<file path="src/rtl/cam_pkg.sv">
// Shared definitions for the OV7670-style camera transmitter: FSM states,
// default QVGA timing and the RGB565 colour-bar palette.
package cam_pkg;

   typedef enum logic [2:0] {
      ST_IDLE,
      ST_VSYNC,
      ST_VFRONT,
      ST_ACTIVE,
      ST_VBACK
   } cam_state_e;

   localparam int H_ACTIVE_DEF    = 320;
   localparam int V_ACTIVE_DEF    = 240;
   localparam int H_BLANK_DEF     = 144;
   localparam int VSYNC_LINES_DEF = 3;
   localparam int V_FRONT_DEF     = 17;
   localparam int V_BACK_DEF      = 10;

   localparam logic [15:0] BAR_WHITE   = 16'hFFFF;
   localparam logic [15:0] BAR_YELLOW  = 16'hFFE0;
   localparam logic [15:0] BAR_CYAN    = 16'h07FF;
   localparam logic [15:0] BAR_GREEN   = 16'h07E0;
   localparam logic [15:0] BAR_MAGENTA = 16'hF81F;
   localparam logic [15:0] BAR_RED     = 16'hF800;
   localparam logic [15:0] BAR_BLUE    = 16'h001F;
   localparam logic [15:0] BAR_BLACK   = 16'h0000;

   function automatic logic [15:0] bar_color(input logic [2:0] idx);
      case (idx)
         3'd0:    return BAR_WHITE;
         3'd1:    return BAR_YELLOW;
         3'd2:    return BAR_CYAN;
         3'd3:    return BAR_GREEN;
         3'd4:    return BAR_MAGENTA;
         3'd5:    return BAR_RED;
         3'd6:    return BAR_BLUE;
         default: return BAR_BLACK;
      endcase
   endfunction

endpackage

</file>
<file path="src/rtl/cam_colorbar_rom.sv">
// Maps a horizontal pixel index to the RGB565 colour of one of eight
// equal-width vertical bars.
module cam_colorbar_rom
   import cam_pkg::*;
#(
   parameter int H_ACTIVE = H_ACTIVE_DEF,
   parameter int X_W      = 9
) (
   input  logic [X_W-1:0] x_i,
   output logic [15:0]    rgb_o
);

   localparam int BAR_W = (H_ACTIVE / 8 > 0) ? H_ACTIVE / 8 : 1;

   logic [X_W-1:0] bar;

   always_comb begin
      bar   = x_i / X_W'(BAR_W);
      rgb_o = (bar > X_W'(7)) ? BAR_BLACK : bar_color(bar[2:0]);
   end

endmodule

</file>
<file path="src/rtl/cam_ov7670_tx.sv">
// OV7670-style camera transmitter: PCLK = clk/2, VSYNC/HREF framing and an RGB565
// byte stream. Define COLORBAR_EN to replace px_color with an 8-bar test pattern.
module cam_ov7670_tx
   import cam_pkg::*;
#(
   parameter int H_ACTIVE    = H_ACTIVE_DEF,
   parameter int V_ACTIVE    = V_ACTIVE_DEF,
   parameter int H_BLANK     = H_BLANK_DEF,
   parameter int VSYNC_LINES = VSYNC_LINES_DEF,
   parameter int V_FRONT     = V_FRONT_DEF,
   parameter int V_BACK      = V_BACK_DEF
) (
   input  logic        clk,
   input  logic        rst,
   input  logic        en,
   input  logic [15:0] px_color,
   output logic        cam_pclk,
   output logic        cam_vsync,
   output logic        cam_href,
   output logic [7:0]  cam_px_data,
   output logic        frame_done,
   output logic        busy
);

   localparam int LINE_LEN  = 2 * H_ACTIVE + H_BLANK;
   localparam int BYTE_W    = $clog2(LINE_LEN);
   localparam int MAX_VS_VF = (VSYNC_LINES > V_FRONT) ? VSYNC_LINES : V_FRONT;
   localparam int MAX_VA_VB = (V_ACTIVE > V_BACK) ? V_ACTIVE : V_BACK;
   localparam int MAX_LINES = (MAX_VS_VF > MAX_VA_VB) ? MAX_VS_VF : MAX_VA_VB;
   localparam int LINE_W    = $clog2(MAX_LINES + 1);

   localparam logic [BYTE_W-1:0] LAST_BYTE  = BYTE_W'(LINE_LEN - 1);
   localparam logic [BYTE_W-1:0] HREF_BYTES = BYTE_W'(2 * H_ACTIVE);

   cam_state_e        state_q, state_d;
   logic [BYTE_W-1:0] byte_q, byte_d;
   logic [LINE_W-1:0] line_q, line_d, last_line;
   logic [7:0]        px_lo_q;
   logic              pclk_q, vsync_q, href_q, done_q, busy_q;
   logic [7:0]        data_q;
   logic              frame_end, href_d;
   logic [15:0]       px_src;

   always_comb begin
      case (state_q)
         ST_VSYNC:  last_line = LINE_W'(VSYNC_LINES - 1);
         ST_VFRONT: last_line = LINE_W'(V_FRONT - 1);
         ST_ACTIVE: last_line = LINE_W'(V_ACTIVE - 1);
         default:   last_line = LINE_W'(V_BACK - 1);
      endcase
   end

   // Position of the next PCLK period: byte wraps into line, line wraps into state.
   always_comb begin
      state_d   = state_q;
      byte_d    = byte_q + 1'b1;
      line_d    = line_q;
      frame_end = 1'b0;
      if (byte_q == LAST_BYTE) begin
         byte_d = '0;
         if (line_q == last_line) begin
            line_d = '0;
            case (state_q)
               ST_VSYNC:  state_d = ST_VFRONT;
               ST_VFRONT: state_d = ST_ACTIVE;
               ST_ACTIVE: state_d = ST_VBACK;
               ST_VBACK: begin
                  frame_end = 1'b1;
                  state_d   = en ? ST_VSYNC : ST_IDLE;
               end
               default:   state_d = ST_IDLE;
            endcase
         end else begin
            line_d = line_q + 1'b1;
         end
      end
      href_d = (state_d == ST_ACTIVE) && (byte_d < HREF_BYTES);
   end

`ifdef COLORBAR_EN
   logic [BYTE_W-2:0] x_d;
   logic              unused_px_color;

   assign x_d             = byte_d[BYTE_W-1:1];
   assign unused_px_color = ^px_color;

   cam_colorbar_rom #(
      .H_ACTIVE (H_ACTIVE),
      .X_W      (BYTE_W - 1)
   ) u_colorbar_rom (
      .x_i   (x_d),
      .rgb_o (px_src)
   );
`else
   assign px_src = px_color;
`endif

   // Entering VSYNC from IDLE counts as the first PCLK fall; every later update waits for pclk 1->0.
   always_ff @(posedge clk) begin
      if (rst) begin
         state_q <= ST_IDLE;
         byte_q  <= '0;
         line_q  <= '0;
         px_lo_q <= '0;
         pclk_q  <= 1'b0;
         vsync_q <= 1'b0;
         href_q  <= 1'b0;
         data_q  <= '0;
         done_q  <= 1'b0;
         busy_q  <= 1'b0;
      end else if (state_q == ST_IDLE) begin
         pclk_q <= 1'b0;
         done_q <= 1'b0;
         byte_q <= '0;
         line_q <= '0;
         if (en) begin
            state_q <= ST_VSYNC;
            vsync_q <= 1'b1;
            busy_q  <= 1'b1;
         end
      end else begin
         pclk_q <= ~pclk_q;
         done_q <= 1'b0;
         if (pclk_q) begin
            state_q <= state_d;
            byte_q  <= byte_d;
            line_q  <= line_d;
            vsync_q <= (state_d == ST_VSYNC);
            href_q  <= href_d;
            done_q  <= frame_end;
            busy_q  <= (state_d != ST_IDLE);
            if (href_d && !byte_d[0]) begin
               px_lo_q <= px_src[7:0];
               data_q  <= px_src[15:8];
            end else if (href_d) begin
               data_q  <= px_lo_q;
            end else begin
               data_q  <= '0;
            end
         end
      end
   end

   assign cam_pclk    = pclk_q;
   assign cam_vsync   = vsync_q;
   assign cam_href    = href_q;
   assign cam_px_data = data_q;
   assign frame_done  = done_q;
   assign busy        = busy_q;

endmodule

</file>
<file path="config.mk">
export PLATFORM = sky130hd
export DESIGN_NAME = cam_ov7670_tx
export DESIGN_NICKNAME = d
export VERILOG_FILES = /design/src/rtl/cam_pkg.sv /design/src/rtl/cam_colorbar_rom.sv /design/src/rtl/cam_ov7670_tx.sv
export SDC_FILE = /design/constraint.sdc
export NUM_CORES = 1
export LEC_CHECK = 0
export ABC_AREA = 1
export CORE_UTILIZATION = 55
export CTS_CLUSTER_DIAMETER = 80
export DETAILED_ROUTE_END_ITERATION = 10
export GPL_ROUTABILITY_DRIVEN = 0
export PLACE_DENSITY_LB_ADDON = 0.08
export SKIP_LAST_GASP = 1
export SYNTH_ARGS = -nofsm -noshare
export SYNTH_HDL_FRONTEND = slang
export SYNTH_SLANG_ARGS = --single-unit
</file>
<file path="constraint.sdc">
create_clock -name clk -period 2.9 [get_ports clk]
set_input_delay 0.58 -clock clk [delete_from_list [all_inputs] [get_ports clk]]
set_output_delay 0.58 -clock clk [all_outputs]
set_load 0.01 [all_outputs]
</file>
# After elaboration in Yosys (flattened, before gate mapping)
# Index checks and enable logic that the tools add are counted.
[totals]
reg_bits = 42
inputBits = 19
output_inout_bits = 13
word_cells = 56
[op_classes]
n_addsub = 2
order_cmp = 1
n_eq_ne = 9
n_mux = 18
bitwise = 4
n_reduce_logical = 12
[op_table]
columns = ["op", "n"]
rows = [
  ["$mux 8", 3],
  ["$pmux 8 s3", 1],
  ["$mux 3", 5],
  ["$pmux 3 s4", 1],
  ["$add 10x1->10 const B", 1],
  ["$eq 10x10->1 const B", 1],
  ["$lt 10x10->1 const B", 1],
  ["$mux 10", 1],
  ["$eq 3x2->1 const B", 3],
  ["$add 8x1->8 const B", 1],
  ["$eq 8x8->1", 1],
  ["$mux 1", 7],
  ["$eq 3x1->1 const B", 2],
  ["$reduce_and 2->1", 3],
  ["$reduce_or 5->1", 1],
  ["$not 1->1", 4],
  ["$eq 3x3->1 const B", 1],
  ["$logic_not 3->1", 1],
  ["$reduce_and 3->1", 1],
  ["$reduce_bool 3->1", 1],
  ["$logic_and 1x1->1", 2],
  ["$ne 2x2->1 const B", 1],
  ["$reduce_bool 2->1", 1],
  ["$reduce_or 2->1", 1],
  ["$logic_not 1->1", 1],
]

# Logic depth before layout (Yosys ltp)
[depth]
word_depth = 9
ltp_mapped = 15
mapped_depth_nobuf = 15

# Worst setup path after synthesis
# OpenSTA, ideal clock, no wires.
[synth_path]
kind = "reg2reg"
from = "reg byte_q[0]"
to = "reg px_lo_q[7]"
setup_time_ns = 0.110
arrival_time_ns = 1.795
required_time_ns = 2.790
slack_ns = 0.995
path_stages_with_launch = 14
path_buffers = 1
period_less_slack_ns = 1.905
path_cell_list = "dfxtp_1 ha_1 nand2_2 nor2_4 nand3_1 nor2_4 nand4_4 nand2_1 o21ai_2 nor2_4 buf_6 nand4_1 nand2_1 nor2_1"
[synth_between]
elab_chain_cells = 6
elab_cells_between_ends = 10
classes_between = "1 x add/sub; 1 x order compare; 2 x eq/ne; 2 x mux; 4 x reduce/logical"
[synth_lines]
columns = ["item", "line_no", "text"]
rows = [
  ["from (decl)", "cam_ov7670_tx.sv:36", "logic [BYTE_W-1:0] byte_q, byte_d;"],
  ["from (signal assigned)", "cam_ov7670_tx.sv:126", "byte_q <= byte_d;"],
  ["$add 10x1->10 or $eq 10x10->1 (tied branches)", "cam_ov7670_tx.sv:56, cam_ov7670_tx.sv:59", ""],
  ["$mux 10 or $mux 3 (tied branches)", "cam_ov7670_tx.sv:59", "if (byte_q == LAST_BYTE) begin"],
  ["$lt 10x10->1 or $eq 3x2->1 (tied branches)", "cam_ov7670_tx.sv:77", "href_d = (state_d == ST_ACTIVE) && (byte_d < HREF_BYTES);"],
  ["$logic_and 1x1->1", "cam_ov7670_tx.sv:77", ""],
  ["$logic_and 1x1->1 *", "cam_ov7670_tx.sv:132", "if (href_d && !byte_d[0]) begin"],
  ["$reduce_and 3->1 (no line) *", "--", ""],
  ["to (signal assigned)", "cam_ov7670_tx.sv:133", "px_lo_q <= px_src[7:0];"],
  ["to (decl)", "cam_ov7670_tx.sv:38", "logic [7:0] px_lo_q;"],
]
# Every way passes the cells marked *; elsewhere a longest branch is shown, timed or not.
# A chain may end at the register's enable or synchronous reset.

# Worst setup path after layout
[layout_path]
from = "reg byte_q[0]"
to = "reg px_lo_q[3]"
# The elaborated chain is that of the path after synthesis.

==> impl_metrics.ini <==
[yosys]
syn_inst = 353
synthXorXnorAreaFrac_pct = 1.45
syn_nets = 374
synth_warnings = 0
synth_cell_types = 35
ys_ff_latch = 42
synth-main-ff-cell = dfxtp_1
synth_edf_count = 0
yosysSeqAreaShare_pct = 34.8
synth-simple-area-share_pct = 39.9
async_flop_share_pct = 0
synth_area_per_cell_um2 = 6.84
synth-adder-area-share_pct = 1.04
syn_area_um2 = 2410
synth_top_family_by_area = simple AND/OR/NAND/NOR gates
synth_compound_area_share_pct = 11.6
synthMuxAreaShare_pct = 0

[power_and_ir_drop]
pwr-share-comb_pct = 9.5
p_total_mw = 1.08
switching_share_pct = 25.9
p_sw_mw = 0.280
pwr-share-seq_pct = 54.1
irDropWorstVdd_mv = 0.257
p_int_mw = 0.800
p_leak_nw = 1.14
clockPowerShare_pct = 36.3
p_per_area_nw_per_um2 = 378

[clocking]
tritoncts = built
clkLatencyLatePin_ns = 0.30
cts-htree-levels = 2
cts_buffer_depth = 2
hold_buffers = 0
path_clk_slew_ns = 0.09
cts_setup_buffers = 0
clockRootBuffer = clkbuf_8
post_cts_resized = 0
cts.sinks = 42
numCtsBuffers = 5

[routing]
drt_iter0_markers = 283
drc_errors = 0
top_layer_used = met4
vias_per_cell = 5.17
drt_pre_antenna_iters = 4
detail_route.wl_per_cell_um = 12.1
met3WireLength_um = 197
vias = 2259
wl_met2_um = 2290
wl_met1_um = 2740
drtAntennaViolNets = 0
wirelength_um = 5300

[hold_path]
hold_class = reg2reg

[setup_path]
worstPathCellList = ha_1, nand2_2, nor2_4, nand3_1, nor2_4, nand4_4, nand2_1, o21ai_2, nor2_4, nand3_4, nand2_1, inv_1, nor2_1
arrival_ns = 2.59
cp_common_cell = nor2_4
cp_slowest_stage_delay_ns = 0.45
slowest_stage = nor2_4
critPathKind = reg2reg
cp-start-kind = register
crit_path_end_kind = register
cp.required_ns = 3.14
crit_fanout = 18

[timing]
hold_viol_final = 0
hold-worst-slack_ns = 0.472
finalMaxSlewViolations = 0
max_freq_ghz = 0.426
rsz0062_at_grt = false
period_needed_ns = 2.35
slew_headroom_pct = 57.9
fin_skew_ns = 0.00742
setup_violations = 0
setup_tns_ns = 0
period_share_pct = 81.0
max_slew.worst_pin.slew_ns = 0.632

[global_routing]
grt_pass1_wl_um = 8910
antenna_found_initial = 0
grt_max_degree = 21
grt.total_usage_pct = 25.4
grt_pass1_vias = 1996
globalRouteOverflowTotal = 0

[place]
dpl.cell_count = 429
io_buffer_count = 31
dp_hpwl_um = 4000

[finish]
fill_cells = 375
instances_no_fill = 437
fin_nets = 407
drive_above_1_share_pct = 14.2
antenna_cells = 0
final_core_util_pct = 69.4
syn2layout_area_growth_pct = 18.4

[floorplanning]
dieWidth_um = 68.2
ioPinCount = 32
num_rows = 23
dieArea_um2 = 4660
core_area_um2 = 4120
start_util_pct = 58.7
die_height_um = 68.2

[flow_run]
maxCapViolations = 0

[run_status]
status = finished clean
## registers in the layout, summed over array words and instances (netlist names)
name / cells
cam_href: 1
cam_px_data: 8
px_lo_q: 8
line_q: 8
state_q: 3
cam_pclk: 1
byte_q: 10
busy: 1
frame_done: 1
cam_vsync: 1
## Yosys cell counts, types with 3 or more instances
cell	count	area share [%]
nor2_4	6	2.8
nand2_2	10	2.6
nand3_1	15	3.1
o21ai_1	3	0.62
buf_2	3	0.62
clkbuf_1	4	0.62
nand4_1	15	3.9
inv_2	4	0.62
dfxtp_1	42	35
a21oi_2	9	3.3
nor3_1	8	1.7
inv_1	54	8.4
nand2_1	85	13
nand3_2	8	3.3
nor2_1	39	6.1
o21ai_0	16	3.3
a21oi_1	7	1.5
## path summary, 6_finish.rpt
kind,slack [ns],cells past startpoint,endpoint,start
min reg2reg,0.47,2,cam_vsync,cam_vsync
max,0.55,13,px_lo_q[3],byte_q[0]
min,0.47,2,cam_vsync,cam_vsync
max reg2reg,0.55,13,px_lo_q[3],byte_q[0]
## cell type report
| class | instances | area, um2 | share of cell area [%] |
|---|---|---|---|
| Sequential cell | 42 | 841 | 29.4 |
| Inverter | 58 | 218 | 7.62 |
| Timing Repair Buffer | 35 | 340 | 11.9 |
| Clock buffer | 5 | 68.8 | 2.41 |
| Clock inverter | 3 | 25.0 | 0.876 |
| Tap cell | 50 | 62.6 | 2.19 |
| Multi-Input combinational cell | 244 | 1300 | 45.6 |
## logic make-up after synthesis
family / count (synthesis)
flops: 42
buf+inv: 67
simple gates: 194
xor+xnor: 4
compound gates: 44
fa+ha+maj: 2
## layout by cell type, fill, tap and decap left out, types with 5 or more instances in the layout
cell type / netlist / routed
a21oi_2: 9 / 9
nand3_1: 15 / 15
inv_1: 54 / 54
nor2_1: 39 / 39
nand4_1: 15 / 15
nand2_1: 85 / 85
dfxtp_1: 42 / 42
clkdlybuf4s50_1: 0 / 31
nor3_1: 8 / 8
clkbuf_8: 0 / 5
nor2_4: 6 / 6
a21oi_1: 7 / 7
nand2_2: 10 / 10
o21ai_0: 16 / 16
nand3_2: 8 / 8
## routing by layer
layer,up-vias,global-route usage [%]
met5,-,0
met4,0,7.81
met1,1011,35.3
met3,10,4.83
li1,1188,-
met2,50,39.3
## power groups by stage
stage	clock, mW	sequential [mW]	combinational, mW
2_1_floorplan	0	0.600	0.0524
3_3_place_gp	0	0.598	0.100
3_5_place_dp	0	0.598	0.102
4_1_cts	0.404	0.585	0.102
5_1_grt	0.429	0.586	0.115
6_report	0.392	0.585	0.103
## worst max-delay path: cells and delay by family, from the launching register on
kind                       cells  cell delay [ns]
buffers and inverters          1             0.04
AOI/OAI and AO/OA              1             0.08
DFF                            1             0.40
and+or+nand+nor               10             1.55
adders and majority gates      1             0.21
## per-stage QoR
step | setup WS, ns | instance area [um2]
finish | 0.550 | 2860
global route | 0.274 | 2860
CTS | 0.561 | 2860
detailed placement | 0.585 | 2760
global placement | 0.638 | 2760
floorplan | 0.995 | 2410
(Power assumes the default switching activity.)
==> variant: new RTL, same settings <==
`V_BACK_DEF`: 10 -> 5.
--- a/src/rtl/cam_pkg.sv
+++ b/src/rtl/cam_pkg.sv
@@ -16,5 +16,5 @@
    localparam int VSYNC_LINES_DEF = 3;
    localparam int V_FRONT_DEF     = 17;
-   localparam int V_BACK_DEF      = 10;
+   localparam int V_BACK_DEF      = 5;
 
    localparam logic [15:0] BAR_WHITE   = 16'hFFFF;
Function: no difference found for any inputs over 10 cycles, from zero or initial values and one cycle with rst high; that may be too few to reach the edited logic, so the function may still have changed.
==> variant against the unedited design <==
Synthesized area shrank 2.7%. Routed wire length shrank 6.8%. Worst setup slack got worse by 0.13 ns. Total power grew 5.7%. Maximum frequency is 5.4% lower. Core utilization is 0.93 points lower. Sequential cell count is the same. First-iteration DRC count decreased by 55%. Final area decreased by 2.7%. Combinational power is 6% lower. Largest cell class unchanged.
==> variant: results (changes against the unedited design) <==
Run status
  – Status: finished, final reports clean

Placement
  – DP Wirelength: 3770 um (-5.5%)
  – Setup WS pre-CTS: 0.412 ns (-0.173 ns)
  – DP Area: 0.00267 sq mm (-3.3%)
  – Port Buffers: 31 (unchanged)
  – Cells after DPL: 410 (-4.4%)

Global route
  – First-pass GRT wire length: 8230 um (-7.7%)
  – Met3 Resource Use GR: 0.0659 (+0.0175)
  – Met2 Track Usage GR: 0.378 (-0.0159)
  – Largest net degree at the start of global routing: 27 (+29%)
  – Vias in the first global route: 1841 (-7.8%)
  – GR Util met1: 0.335 (-0.0188)
  – Gr usage total: 0.247 (-0.00745)
  – Initial antenna violation count: 0 (unchanged)

Pwr
  – VDD IR-drop max: 0.000284 V (+10%)
  – P_leak: 1.05 nW (-7.9%)

Synthesis
  – Synth Area in Compound Gates: 0.132 (+0.0160)
  – Post-synth EDFFs: 0 (unchanged)
  – Mapped Nets: 357 (-4.5%)
  – Post-synthesis sequential area ratio: 0.358 (+0.00965)
  – Yosys warnings: 0 (unchanged)
  – Synth Area in XOR/XNOR: 0.0149 (+0.000402)
  – Cell count after synthesis: 336 (-4.8%)
  – Synth Area in Adders: 0.0107 (+0.000287)
  – Top cells by count, synth: nand2_1, inv_1, dfxtp_1
  – Yosys cell types: 34 (-2.9%)
  – Mux share of post-synthesis cell area: 0 (unchanged)
  – Ys async rst share: 0 (unchanged)
  – Top cells by area, synth: dfxtp_1, nand2_1, inv_1

Setup path
  – Worst-path maximum fanout: 18 (unchanged)
  – Worst Path Arrival: 2.73 ns (+0.14 ns)
  – Critical Path Max Stage Delay: 0.41 ns (-0.04 ns)
  – CP max stage cell: nor2_4

Layout
  – Share of post-route cells with drive strength above 1: 0.136 (-0.00625)
  – Fillers: 374 (-0.27%)
  – Final #Nets: 388 (-4.7%)
  – Utilization after layout: 0.685 (-0.00927)
  – Max reg flops: 10 (unchanged)
  – Antenna diodes: 0 (unchanged)
  – Biggest register: byte_q

Clock tree
  – TritonCTS buffer count: 5 (unchanged)
  – Clk Latency, worst-skew pair: 0.30 ns (about the same)
  – Post-CTS sizing: 0 (unchanged)
  – Post-CTS setup buffer count: 0 (unchanged)
  – Htree depth: 2 (unchanged)
  – Clock slew at reported path FFs: 0.08 ns
  – CTS max path bufs: 2 (unchanged)

Timing
  – Worst Skew: 0.00961 ns (+0.00219 ns)
  – Slew margin rel.: 0.642 (+0.0635)
  – Setup TNS: 0 ns (unchanged)

Route
  – Initial DRC Count: 126 (-55%)
  – Vias: 2106 (-6.8%)
  – Wire length per cell: 11.8 um (-2.6%)
  – Vias/cell: 5.04 (-2.5%)

Min path
  – Worst min path class: reg -> reg
-- variant: cell count changes after synthesis, sizes merged, moves of 2 or more --
cell | unedited run | this run
nand2 | 95 | 74
nand3 | 24 | 30
nor3 | 8 | 5
o21ai | 21 | 24
nand4 | 16 | 14
-- variant: layer usage --
layer | part of all wire | up-vias
met5 | 0 | -
met4 | 0.014 | 0
met3 | 0.037 | 7
met2 | 0.43 | 38
met1 | 0.52 | 921
li1 | - | 1140
-- variant: report_power, final --
group | switching [mW] | internal [mW] | leakage [nW]
logic | 0.0526 | 0.0443 | 0.660
registers | 0.00587 | 0.581 | 0.339
clock network | 0.199 | 0.258 | 0.0524
total | 0.258 | 0.883 | 1.05
-- variant: path summary, 6_finish.rpt --
check	startpoint	end	slack [ns]	depth (start not counted)
setup / recovery	byte_q[0]$_SDFFE_PP0P_	px_lo_q[4]$_SDFFE_PP0P_	0.42	15
hold / removal	cam_px_data[3]$_SDFFE_PP0P_	cam_px_data[3]$_SDFFE_PP0P_	0.48	2
setup reg to reg	byte_q[0]$_SDFFE_PP0P_	px_lo_q[4]$_SDFFE_PP0P_	0.42	15
hold reg to reg	cam_px_data[3]$_SDFFE_PP0P_	cam_px_data[3]$_SDFFE_PP0P_	0.48	2
-- variant: critical path: cells and delay by family, from the launching register on --
family	cells	cell delay, ns
and+or+nand+nor	12	1.74
buffers and inverters	2	0.16
adders and majority gates	1	0.17
DFF	1	0.37
-- variant: kinds of logic (layout without fill, tap and decap cells) --
| logic type | count (synthesis) | after routing |
|---|---|---|
| AOI/OAI and AO/OA | 49 | 49 |
| xor gates and xnor gates | 4 | 4 |
| adders and majority gates | 2 | 2 |
| buffers and inverters | 68 | 100 |
| DFF | 42 | 42 |
| and+or+nand+nor | 171 | 171 |
-- variant: final cells by class --
| cell class | count | area share |
|---|---|---|
| multi-input cells | 226 | 0.440 |
| flip-flops and latches | 42 | 0.302 |
| repair buffers | 33 | 0.117 |
| inverters | 59 | 0.0797 |
| clock buffers | 7 | 0.0275 |
| well taps | 50 | 0.0225 |
| clock inverters | 1 | 0.0108 |
